--- src/rtl/cc_seq_controller_pkg.sv ---
// Shared encodings for the instruction sequencer: FSM states, opcode fields,
// branch condition codes and IR field positions.
package cc_seq_controller_pkg;

    typedef enum logic [2:0] {
        ST_IDLE   = 3'd0,
        ST_FETCH  = 3'd1,
        ST_DECODE = 3'd2,
        ST_EXEC   = 3'd3,
        ST_BRANCH = 3'd4,
        ST_HALT   = 3'd5,
        ST_FAULT  = 3'd6
    } state_t;

    localparam logic [1:0] OP_BRANCH = 2'b00;
    localparam logic [1:0] OP_ARITH  = 2'b10;
    localparam logic [2:0] OP2_BICC  = 3'b010;

    localparam logic [3:0] COND_N   = 4'b0000;
    localparam logic [3:0] COND_E   = 4'b0001;
    localparam logic [3:0] COND_LE  = 4'b0010;
    localparam logic [3:0] COND_L   = 4'b0011;
    localparam logic [3:0] COND_LEU = 4'b0100;
    localparam logic [3:0] COND_CS  = 4'b0101;
    localparam logic [3:0] COND_NEG = 4'b0110;
    localparam logic [3:0] COND_VS  = 4'b0111;
    localparam logic [3:0] COND_A   = 4'b1000;
    localparam logic [3:0] COND_NE  = 4'b1001;
    localparam logic [3:0] COND_G   = 4'b1010;
    localparam logic [3:0] COND_GE  = 4'b1011;
    localparam logic [3:0] COND_GU  = 4'b1100;
    localparam logic [3:0] COND_CC  = 4'b1101;
    localparam logic [3:0] COND_POS = 4'b1110;
    localparam logic [3:0] COND_VC  = 4'b1111;

    localparam int IR_OP_HI   = 31;
    localparam int IR_OP_LO   = 30;
    localparam int IR_COND_HI = 28;
    localparam int IR_COND_LO = 25;
    localparam int IR_OP2_HI  = 24;
    localparam int IR_OP2_LO  = 22;
    localparam int IR_CC_BIT  = 23;
    localparam int IR_ALU_HI  = 22;
    localparam int IR_ALU_LO  = 19;

    localparam int PSR_N = 3;
    localparam int PSR_Z = 2;
    localparam int PSR_V = 1;
    localparam int PSR_C = 0;

endpackage

--- src/rtl/cc_seq_controller_if.sv ---
// Bundle of the sequencer's memory, PSR and datapath-control signals.
// The master side is the sequencer; the slave side is memory plus datapath.
interface cc_seq_controller_if #(
    parameter int DATAWIDTH_ALU_SELECTION = 4,
    parameter int DATAWIDTH_INSTR         = 32
);
    logic                               CC_SEQ_START;
    logic [DATAWIDTH_INSTR-1:0]         CC_SEQ_INSTR;
    logic                               CC_SEQ_INSTR_VALID;
    logic [DATAWIDTH_ALU_SELECTION-1:0] CC_SEQ_PSR;
    logic                               CC_SEQ_FETCH_REQ;
    logic [DATAWIDTH_ALU_SELECTION-1:0] CC_SEQ_ALU_SEL;
    logic                               CC_SEQ_SET_CONDITIONS;
    logic                               CC_SEQ_REG_WE;
    logic                               CC_SEQ_PC_INC;
    logic                               CC_SEQ_PC_LOAD;
    logic                               CC_SEQ_BRANCH_TAKEN;
    logic                               CC_SEQ_BUSY;
    logic                               CC_SEQ_HALTED;
    logic                               CC_SEQ_FAULT;

    modport master (
        input  CC_SEQ_START, CC_SEQ_INSTR, CC_SEQ_INSTR_VALID, CC_SEQ_PSR,
        output CC_SEQ_FETCH_REQ, CC_SEQ_ALU_SEL, CC_SEQ_SET_CONDITIONS,
               CC_SEQ_REG_WE, CC_SEQ_PC_INC, CC_SEQ_PC_LOAD,
               CC_SEQ_BRANCH_TAKEN, CC_SEQ_BUSY, CC_SEQ_HALTED, CC_SEQ_FAULT
    );

    modport slave (
        output CC_SEQ_START, CC_SEQ_INSTR, CC_SEQ_INSTR_VALID, CC_SEQ_PSR,
        input  CC_SEQ_FETCH_REQ, CC_SEQ_ALU_SEL, CC_SEQ_SET_CONDITIONS,
               CC_SEQ_REG_WE, CC_SEQ_PC_INC, CC_SEQ_PC_LOAD,
               CC_SEQ_BRANCH_TAKEN, CC_SEQ_BUSY, CC_SEQ_HALTED, CC_SEQ_FAULT
    );
endinterface

--- src/rtl/cc_seq_controller_cond_eval.sv ---
// Combinational Bicc condition evaluator: 4-bit cond against PSR {N,Z,V,C}.
module cc_cond_eval
    import cc_seq_controller_pkg::*;
(
    input  logic [3:0] cond,
    input  logic [3:0] psr,
    output logic       taken
);
    logic n, z, v, c;

    always_comb begin
        n     = psr[PSR_N];
        z     = psr[PSR_Z];
        v     = psr[PSR_V];
        c     = psr[PSR_C];
        taken = 1'b0;
        case (cond)
            COND_N:   taken = 1'b0;
            COND_E:   taken = z;
            COND_LE:  taken = z | (n ^ v);
            COND_L:   taken = n ^ v;
            COND_LEU: taken = c | z;
            COND_CS:  taken = c;
            COND_NEG: taken = n;
            COND_VS:  taken = v;
            COND_A:   taken = 1'b1;
            COND_NE:  taken = ~z;
            COND_G:   taken = ~(z | (n ^ v));
            COND_GE:  taken = ~(n ^ v);
            COND_GU:  taken = ~(c | z);
            COND_CC:  taken = ~c;
            COND_POS: taken = ~n;
            COND_VC:  taken = ~v;
            default:  taken = 1'b0;
        endcase
    end
endmodule

--- src/rtl/cc_seq_controller.sv ---
// Multi-cycle fetch/decode/execute sequencer; all control outputs are decoded
// combinationally from the current state, the latched IR and the live PSR.
module cc_seq_controller
    import cc_seq_controller_pkg::*;
#(
    parameter int DATAWIDTH_ALU_SELECTION = 4,
    parameter int DATAWIDTH_INSTR         = 32,
    parameter int FETCH_TIMEOUT           = 15
) (
    input  logic CC_SEQ_CLOCK_50,
    input  logic CC_SEQ_RESET_InLow,
    cc_seq_controller_if.master bus
);
    localparam int CNT_W = $clog2(FETCH_TIMEOUT + 1);
    localparam logic [CNT_W-1:0] CNT_LAST = CNT_W'(FETCH_TIMEOUT - 1);

    state_t                     state_q, state_d;
    logic [DATAWIDTH_INSTR-1:0] ir_q;
    logic [CNT_W-1:0]           cnt_q;
    logic                       taken;

    cc_cond_eval u_cond_eval (
        .cond  (ir_q[IR_COND_HI:IR_COND_LO]),
        .psr   (bus.CC_SEQ_PSR[3:0]),
        .taken (taken)
    );

    always_ff @(posedge CC_SEQ_CLOCK_50 or negedge CC_SEQ_RESET_InLow) begin
        if (!CC_SEQ_RESET_InLow) begin
            state_q <= ST_IDLE;
            ir_q    <= '0;
            cnt_q   <= '0;
        end else begin
            state_q <= state_d;
            if (state_q == ST_FETCH) begin
                if (bus.CC_SEQ_INSTR_VALID) begin
                    ir_q  <= bus.CC_SEQ_INSTR;
                    cnt_q <= '0;
                end else begin
                    cnt_q <= cnt_q + 1'b1;
                end
            end else begin
                cnt_q <= '0;
            end
        end
    end

    // The final wait cycle is the one whose increment would reach FETCH_TIMEOUT.
    always_comb begin
        state_d = state_q;
        case (state_q)
            ST_IDLE:   if (bus.CC_SEQ_START) state_d = ST_FETCH;
            ST_FETCH: begin
                if (bus.CC_SEQ_INSTR_VALID)  state_d = ST_DECODE;
                else if (cnt_q == CNT_LAST)  state_d = ST_FAULT;
            end
            ST_DECODE: begin
                if (ir_q == '0)
                    state_d = ST_HALT;
                else if (ir_q[IR_OP_HI:IR_OP_LO] == OP_ARITH)
                    state_d = ST_EXEC;
                else if (ir_q[IR_OP_HI:IR_OP_LO] == OP_BRANCH &&
                         ir_q[IR_OP2_HI:IR_OP2_LO] == OP2_BICC)
                    state_d = ST_BRANCH;
                else
                    state_d = ST_FAULT;
            end
            ST_EXEC:   state_d = ST_FETCH;
            ST_BRANCH: state_d = ST_FETCH;
            ST_HALT:   state_d = ST_HALT;
            ST_FAULT:  state_d = ST_FAULT;
            default:   state_d = ST_IDLE;
        endcase
    end

    always_comb begin
        bus.CC_SEQ_FETCH_REQ      = 1'b0;
        bus.CC_SEQ_ALU_SEL        = '0;
        bus.CC_SEQ_SET_CONDITIONS = 1'b0;
        bus.CC_SEQ_REG_WE         = 1'b0;
        bus.CC_SEQ_PC_INC         = 1'b0;
        bus.CC_SEQ_PC_LOAD        = 1'b0;
        bus.CC_SEQ_BRANCH_TAKEN   = 1'b0;
        bus.CC_SEQ_BUSY           = 1'b0;
        bus.CC_SEQ_HALTED         = 1'b0;
        bus.CC_SEQ_FAULT          = 1'b0;
        case (state_q)
            ST_FETCH: begin
                bus.CC_SEQ_FETCH_REQ = 1'b1;
                bus.CC_SEQ_BUSY      = 1'b1;
            end
            ST_DECODE: bus.CC_SEQ_BUSY = 1'b1;
            ST_EXEC: begin
                bus.CC_SEQ_BUSY           = 1'b1;
                bus.CC_SEQ_ALU_SEL        = DATAWIDTH_ALU_SELECTION'(ir_q[IR_ALU_HI:IR_ALU_LO]);
                bus.CC_SEQ_SET_CONDITIONS = ir_q[IR_CC_BIT];
                bus.CC_SEQ_REG_WE         = 1'b1;
                bus.CC_SEQ_PC_INC         = 1'b1;
            end
            ST_BRANCH: begin
                bus.CC_SEQ_BUSY         = 1'b1;
                bus.CC_SEQ_PC_LOAD      = taken;
                bus.CC_SEQ_BRANCH_TAKEN = taken;
                bus.CC_SEQ_PC_INC       = ~taken;
            end
            ST_HALT:  bus.CC_SEQ_HALTED = 1'b1;
            ST_FAULT: bus.CC_SEQ_FAULT  = 1'b1;
            default: ;
        endcase
    end
endmodule

--- src/flat_wrapper.sv ---
// flat-port wrapper written by rule: the top's interface ports become plain ports
module cc_seq_controller_flat import cc_seq_controller_pkg::*;
#(
    parameter int DATAWIDTH_ALU_SELECTION = 4,
    parameter int DATAWIDTH_INSTR         = 32,
    parameter int FETCH_TIMEOUT           = 15
)
  (CC_SEQ_CLOCK_50, CC_SEQ_RESET_InLow, bus_CC_SEQ_START, bus_CC_SEQ_INSTR, bus_CC_SEQ_INSTR_VALID, bus_CC_SEQ_PSR, bus_CC_SEQ_FETCH_REQ, bus_CC_SEQ_ALU_SEL, bus_CC_SEQ_SET_CONDITIONS, bus_CC_SEQ_REG_WE, bus_CC_SEQ_PC_INC, bus_CC_SEQ_PC_LOAD, bus_CC_SEQ_BRANCH_TAKEN, bus_CC_SEQ_BUSY, bus_CC_SEQ_HALTED, bus_CC_SEQ_FAULT);
  cc_seq_controller_if #(.DATAWIDTH_ALU_SELECTION(DATAWIDTH_ALU_SELECTION), .DATAWIDTH_INSTR(DATAWIDTH_INSTR)) bus_i ();
  input  logic CC_SEQ_CLOCK_50;
  input  logic CC_SEQ_RESET_InLow;
  input wire logic [$bits(bus_i.CC_SEQ_START)-1:0] bus_CC_SEQ_START;
  input wire logic [$bits(bus_i.CC_SEQ_INSTR)-1:0] bus_CC_SEQ_INSTR;
  input wire logic [$bits(bus_i.CC_SEQ_INSTR_VALID)-1:0] bus_CC_SEQ_INSTR_VALID;
  input wire logic [$bits(bus_i.CC_SEQ_PSR)-1:0] bus_CC_SEQ_PSR;
  output wire logic [$bits(bus_i.CC_SEQ_FETCH_REQ)-1:0] bus_CC_SEQ_FETCH_REQ;
  output wire logic [$bits(bus_i.CC_SEQ_ALU_SEL)-1:0] bus_CC_SEQ_ALU_SEL;
  output wire logic [$bits(bus_i.CC_SEQ_SET_CONDITIONS)-1:0] bus_CC_SEQ_SET_CONDITIONS;
  output wire logic [$bits(bus_i.CC_SEQ_REG_WE)-1:0] bus_CC_SEQ_REG_WE;
  output wire logic [$bits(bus_i.CC_SEQ_PC_INC)-1:0] bus_CC_SEQ_PC_INC;
  output wire logic [$bits(bus_i.CC_SEQ_PC_LOAD)-1:0] bus_CC_SEQ_PC_LOAD;
  output wire logic [$bits(bus_i.CC_SEQ_BRANCH_TAKEN)-1:0] bus_CC_SEQ_BRANCH_TAKEN;
  output wire logic [$bits(bus_i.CC_SEQ_BUSY)-1:0] bus_CC_SEQ_BUSY;
  output wire logic [$bits(bus_i.CC_SEQ_HALTED)-1:0] bus_CC_SEQ_HALTED;
  output wire logic [$bits(bus_i.CC_SEQ_FAULT)-1:0] bus_CC_SEQ_FAULT;
  assign bus_i.CC_SEQ_START = bus_CC_SEQ_START;
  assign bus_i.CC_SEQ_INSTR = bus_CC_SEQ_INSTR;
  assign bus_i.CC_SEQ_INSTR_VALID = bus_CC_SEQ_INSTR_VALID;
  assign bus_i.CC_SEQ_PSR = bus_CC_SEQ_PSR;
  assign bus_CC_SEQ_FETCH_REQ = bus_i.CC_SEQ_FETCH_REQ;
  assign bus_CC_SEQ_ALU_SEL = bus_i.CC_SEQ_ALU_SEL;
  assign bus_CC_SEQ_SET_CONDITIONS = bus_i.CC_SEQ_SET_CONDITIONS;
  assign bus_CC_SEQ_REG_WE = bus_i.CC_SEQ_REG_WE;
  assign bus_CC_SEQ_PC_INC = bus_i.CC_SEQ_PC_INC;
  assign bus_CC_SEQ_PC_LOAD = bus_i.CC_SEQ_PC_LOAD;
  assign bus_CC_SEQ_BRANCH_TAKEN = bus_i.CC_SEQ_BRANCH_TAKEN;
  assign bus_CC_SEQ_BUSY = bus_i.CC_SEQ_BUSY;
  assign bus_CC_SEQ_HALTED = bus_i.CC_SEQ_HALTED;
  assign bus_CC_SEQ_FAULT = bus_i.CC_SEQ_FAULT;
  cc_seq_controller #(.DATAWIDTH_ALU_SELECTION(DATAWIDTH_ALU_SELECTION), .DATAWIDTH_INSTR(DATAWIDTH_INSTR), .FETCH_TIMEOUT(FETCH_TIMEOUT)) u_core (.CC_SEQ_CLOCK_50(CC_SEQ_CLOCK_50), .CC_SEQ_RESET_InLow(CC_SEQ_RESET_InLow), .bus(bus_i));
endmodule
--- config.mk ---
export PLATFORM = sky130hd
export DESIGN_NAME = cc_seq_controller_flat
export DESIGN_NICKNAME = d
export VERILOG_FILES = /design/src/rtl/cc_seq_controller_pkg.sv /design/src/rtl/cc_seq_controller_if.sv /design/src/rtl/cc_seq_controller_cond_eval.sv /design/src/rtl/cc_seq_controller.sv /design/src/flat_wrapper.sv
export SDC_FILE = /design/constraint.sdc
export NUM_CORES = 1
export LEC_CHECK = 0
export CORE_ASPECT_RATIO = 0.9
export CORE_MARGIN = 3
export CORE_UTILIZATION = 41
export DETAILED_ROUTE_END_ITERATION = 6
export PLACE_DENSITY = 0.67
export SYNTH_ARGS = -nofsm -noshare
export SYNTH_HDL_FRONTEND = slang
export SYNTH_SLANG_ARGS = --single-unit
--- constraint.sdc ---
create_clock -name CC_SEQ_CLOCK_50 -period 3.6 [get_ports CC_SEQ_CLOCK_50]
set_input_delay 0.9 -clock CC_SEQ_CLOCK_50 [delete_from_list [all_inputs] [get_ports CC_SEQ_CLOCK_50]]
set_output_delay 0.9 -clock CC_SEQ_CLOCK_50 [all_outputs]
set_load 0.01 [all_outputs]
==> impl_results.md <==
* Initial Utilization at 43.0%
* Count of different cell masters after synthesis at 39
* TritonCTS Buffers at 5
* Row cnt at 23
* Final min period at 3530 ps
* Hold path endpoint: u_core.cnt_q[0]
* Total Neg Setup Slack at 0 ps
* Fin crit share at 98.2%
* First-pass GRT wire length at 6590 um
* Longest Clk Path Bufs at 2
* Area Overhead vs Synth at 32.2%
* Clock transition at the registers of the reported paths at 80 ps
* Power density over cell area at 772 mW/mm^2
* WS Path Type: in -> out
* Total GRT Usage at 15.1%
* Leak Pwr at 1.08 nW
* Number of global-route vias before repair at 1373
* Vias per cell at 4.92
* CTS tree: done
* Total wire length at 3930 um
* Clock root buffer: clkbuf_8
* Cell Chain, Critical Path: clkdlybuf4s50_1 > mux2i_1 > o21ai_0 > a2bb2oi_2 > xor2_1 > o21bai_1 > clkdlybuf4s50_1
* Final instance area at 0.00255 sq mm
* Number of H-tree levels at 2
* Die area at 0.00557 sq mm
* Yosys Warn Count at 0
* Layout cells sized above 1 at 19.3%
* Slowest Stage Delay on Critical Path at 550 ps
* Hold Path Origin: u_core.cnt_q[0]
* Final Non-Filler Cells at 264
* DIE WIDTH at 78.3 um
* Syn Area/Cell at 12.9 sq um
* Hpwl dp at 3010 um
* Hold Path Class: reg -> reg
* Top Ports at 53
* Critical Path End Type: primary output
* Worst-Skew Late Latency at 280 ps
* CP required at 2700 ps
* Worst EP arrival at 2630 ps
* Initial DRC Count at 55
* Slowest cell on crit path: clkdlybuf4s50_1
* CTS sink count at 39
* Reg2reg end: u_core.ir_q[3]
* Fin. Hold Viols at 0
* Vias at 1298
* Largest vdd supply drop at 0.326 mV
* Final setup violation count at 0
* Post-Syn Area at 0.00193 sq mm
* WL/cell at 14.9 um
* Die Y at 71.1 um
* Synthesized net count at 192
* Setup Skew at 3.27 ps
* # diodes at 0
* Post-DRT Antenna Nets at 0
* PortBufs at 52
* Tot Pwr at 1.97 mW
* Most frequent cells in the layout: 49 x clkdlybuf4s50_1, 39 x dfrtp_1, 20 x mux2_4
* Dpl cells at 256
* Crit path max fanout at 3
* RR Startpoint: u_core.state_q[0]
* Filler instances at 392
* Slew @ Worst Pin at 837 ps
* Cells after Synth at 150
* RD Place Congestion at 0.784
* #FFs+latches synth at 39
* Post-route DRC at 0
* Status: finished clean
* Max-slew headroom at 44.2%
* GR Overflow Total at 0
* Maxcap violations at 0
* Router iterations before antenna repair at 4
* Slack of the worst reg-to-reg path at 1800 ps
* Antenna violations before repair at 0
* Post-layout nets at 243
* Top cell by count, worst path: clkdlybuf4s50_1
* Fin. max-slew vios at 0
* R2R depth at 4
* Core Area at 0.00449 sq mm
* Max Clk Rate at 0.283 GHz
* Min-Delay Path Depth at 1
* Pin count of the biggest net entering global routing at 40
* Crit start category: input port
* Most common cell after layout, fill and taps aside: clkdlybuf4s50_1
* Placed cell area at 0.00243 sq mm
* Register area share after synthesis at 50.6%
## kinds of logic (layout without fill, tap and decap cells)
family                   after synthesis  after routing  share of synthesized area, %
AND/OR/NAND/NOR                       43             43                          12.6
AO/OA/AOI/OAI                         16             16                          5.12
adder cells (fa/ha/maj)                2              2                          1.30
flip-flops                            39             39                          50.6
multiplexers                          31             31                          21.9
XOR/XNOR                               5              5                          2.27
buffers and inverters                 14             66                          6.16
## sequential cells by signal, summed over array words and instances (netlist names)
| name | cells |
|---|---|
| u_core.ir_q | 32 |
| u_core.state_q | 3 |
| u_core.cnt_q | 4 |
## synth_stat cells
cell type	instances	area (sq um)
a2111oi_0	1	8.76
a21oi_1	4	20.0
a221oi_1	1	8.76
a2bb2oi_1	1	8.76
a311oi_1	1	8.76
a31oi_1	1	6.26
and2_1	5	31.3
and2_4	1	8.76
and3_1	1	6.26
buf_12	3	60.1
buf_2	1	5.00
buf_4	1	7.51
buf_8	1	15.0
clkbuf_1	1	3.75
clkbuf_2	1	5.00
dfrtp_1	39	976
ha_1	2	25.0
inv_1	5	18.8
inv_2	1	3.75
mux2_1	6	67.6
mux2_2	4	45.0
mux2_4	20	300
mux2i_1	1	10.0
nand2_1	4	15.0
nand3_1	3	15.0
nand4_1	2	12.5
nor2_1	10	37.5
nor2b_1	2	12.5
nor3_1	1	5.00
nor3_4	1	16.3
nor4_1	8	50.1
o21ai_0	6	30.0
o21bai_1	1	7.51
or2_1	1	6.26
or2_2	1	6.26
or2b_1	2	15.0
or3_1	1	6.26
xnor2_1	2	17.5
xor2_1	3	26.3
## final cells by class
class	count	area (sq um)	share of cell area, %
timing repair buffer	52	513	20.1
multi-input combinational	97	843	33.1
inverter	6	22.5	0.883
tap	62	77.6	3.04
sequential	39	976	38.3
clock buffer	6	82.6	3.24
clock inverter	2	35.0	1.37
## routing by layer
layer / vias up / share of wire [%] / global-route usage (%)
met5: - / 0 / 0
met4: 0 / 0.89 / 4.08
met3: 5 / 5.7 / 4.20
met2: 46 / 45 / 23.3
met1: 617 / 49 / 21.0
li1: 630 / - / -
## report_power, final
| group | leakage, nW | internal [mW] | switching, mW |
|---|---|---|---|
| sequential | 0.471 | 0.646 | 0.174 |
| clock | 0.0612 | 0.224 | 0.145 |
| combinational | 0.550 | 0.485 | 0.295 |
## through the flow
stage | setup slack (ps) | utilization [%] | hold WS [ps]
after floorplan | 820 | - | 453
after global placement | -29.4 | 54.0 | 469
after detailed placement | -150 | 54.0 | 485
after CTS | 29.8 | 56.7 | 495
after global routing | -9.75 | 56.8 | 527
final | 65.9 | 56.8 | 497
## worst max-delay path by stage
stage / cells after the start / end / slack (ps) / from
global placement: 7 / bus_CC_SEQ_BRANCH_TAKEN / -30 / bus_CC_SEQ_PSR[3]
detailed placement: 7 / bus_CC_SEQ_BRANCH_TAKEN / -150 / bus_CC_SEQ_PSR[2]
global route: 7 / bus_CC_SEQ_PC_INC / -10 / bus_CC_SEQ_PSR[3]
CTS: 7 / bus_CC_SEQ_PC_INC / 30 / bus_CC_SEQ_PSR[2]
floorplan: 6 / bus_CC_SEQ_PC_LOAD / 820 / bus_CC_SEQ_PSR[1]
finish: 7 / bus_CC_SEQ_PC_INC / 70 / bus_CC_SEQ_PSR[2]
## repair_timing
action,in CTS,in global routing
buffers inserted,0,0
pin swaps,1,0
gates resized for setup,3,2
endpoints found under the setup margin,2,1
hold buffers,0,0
## critical path: cells and delay by family
family / cells / cell delay, ps
AOI/OAI and AO/OA: 3 / 500
xor gates and xnor gates: 1 / 100
muxes: 1 / 80
buffers and inverters: 2 / 1060
Power figures use the tool's default switching activity.
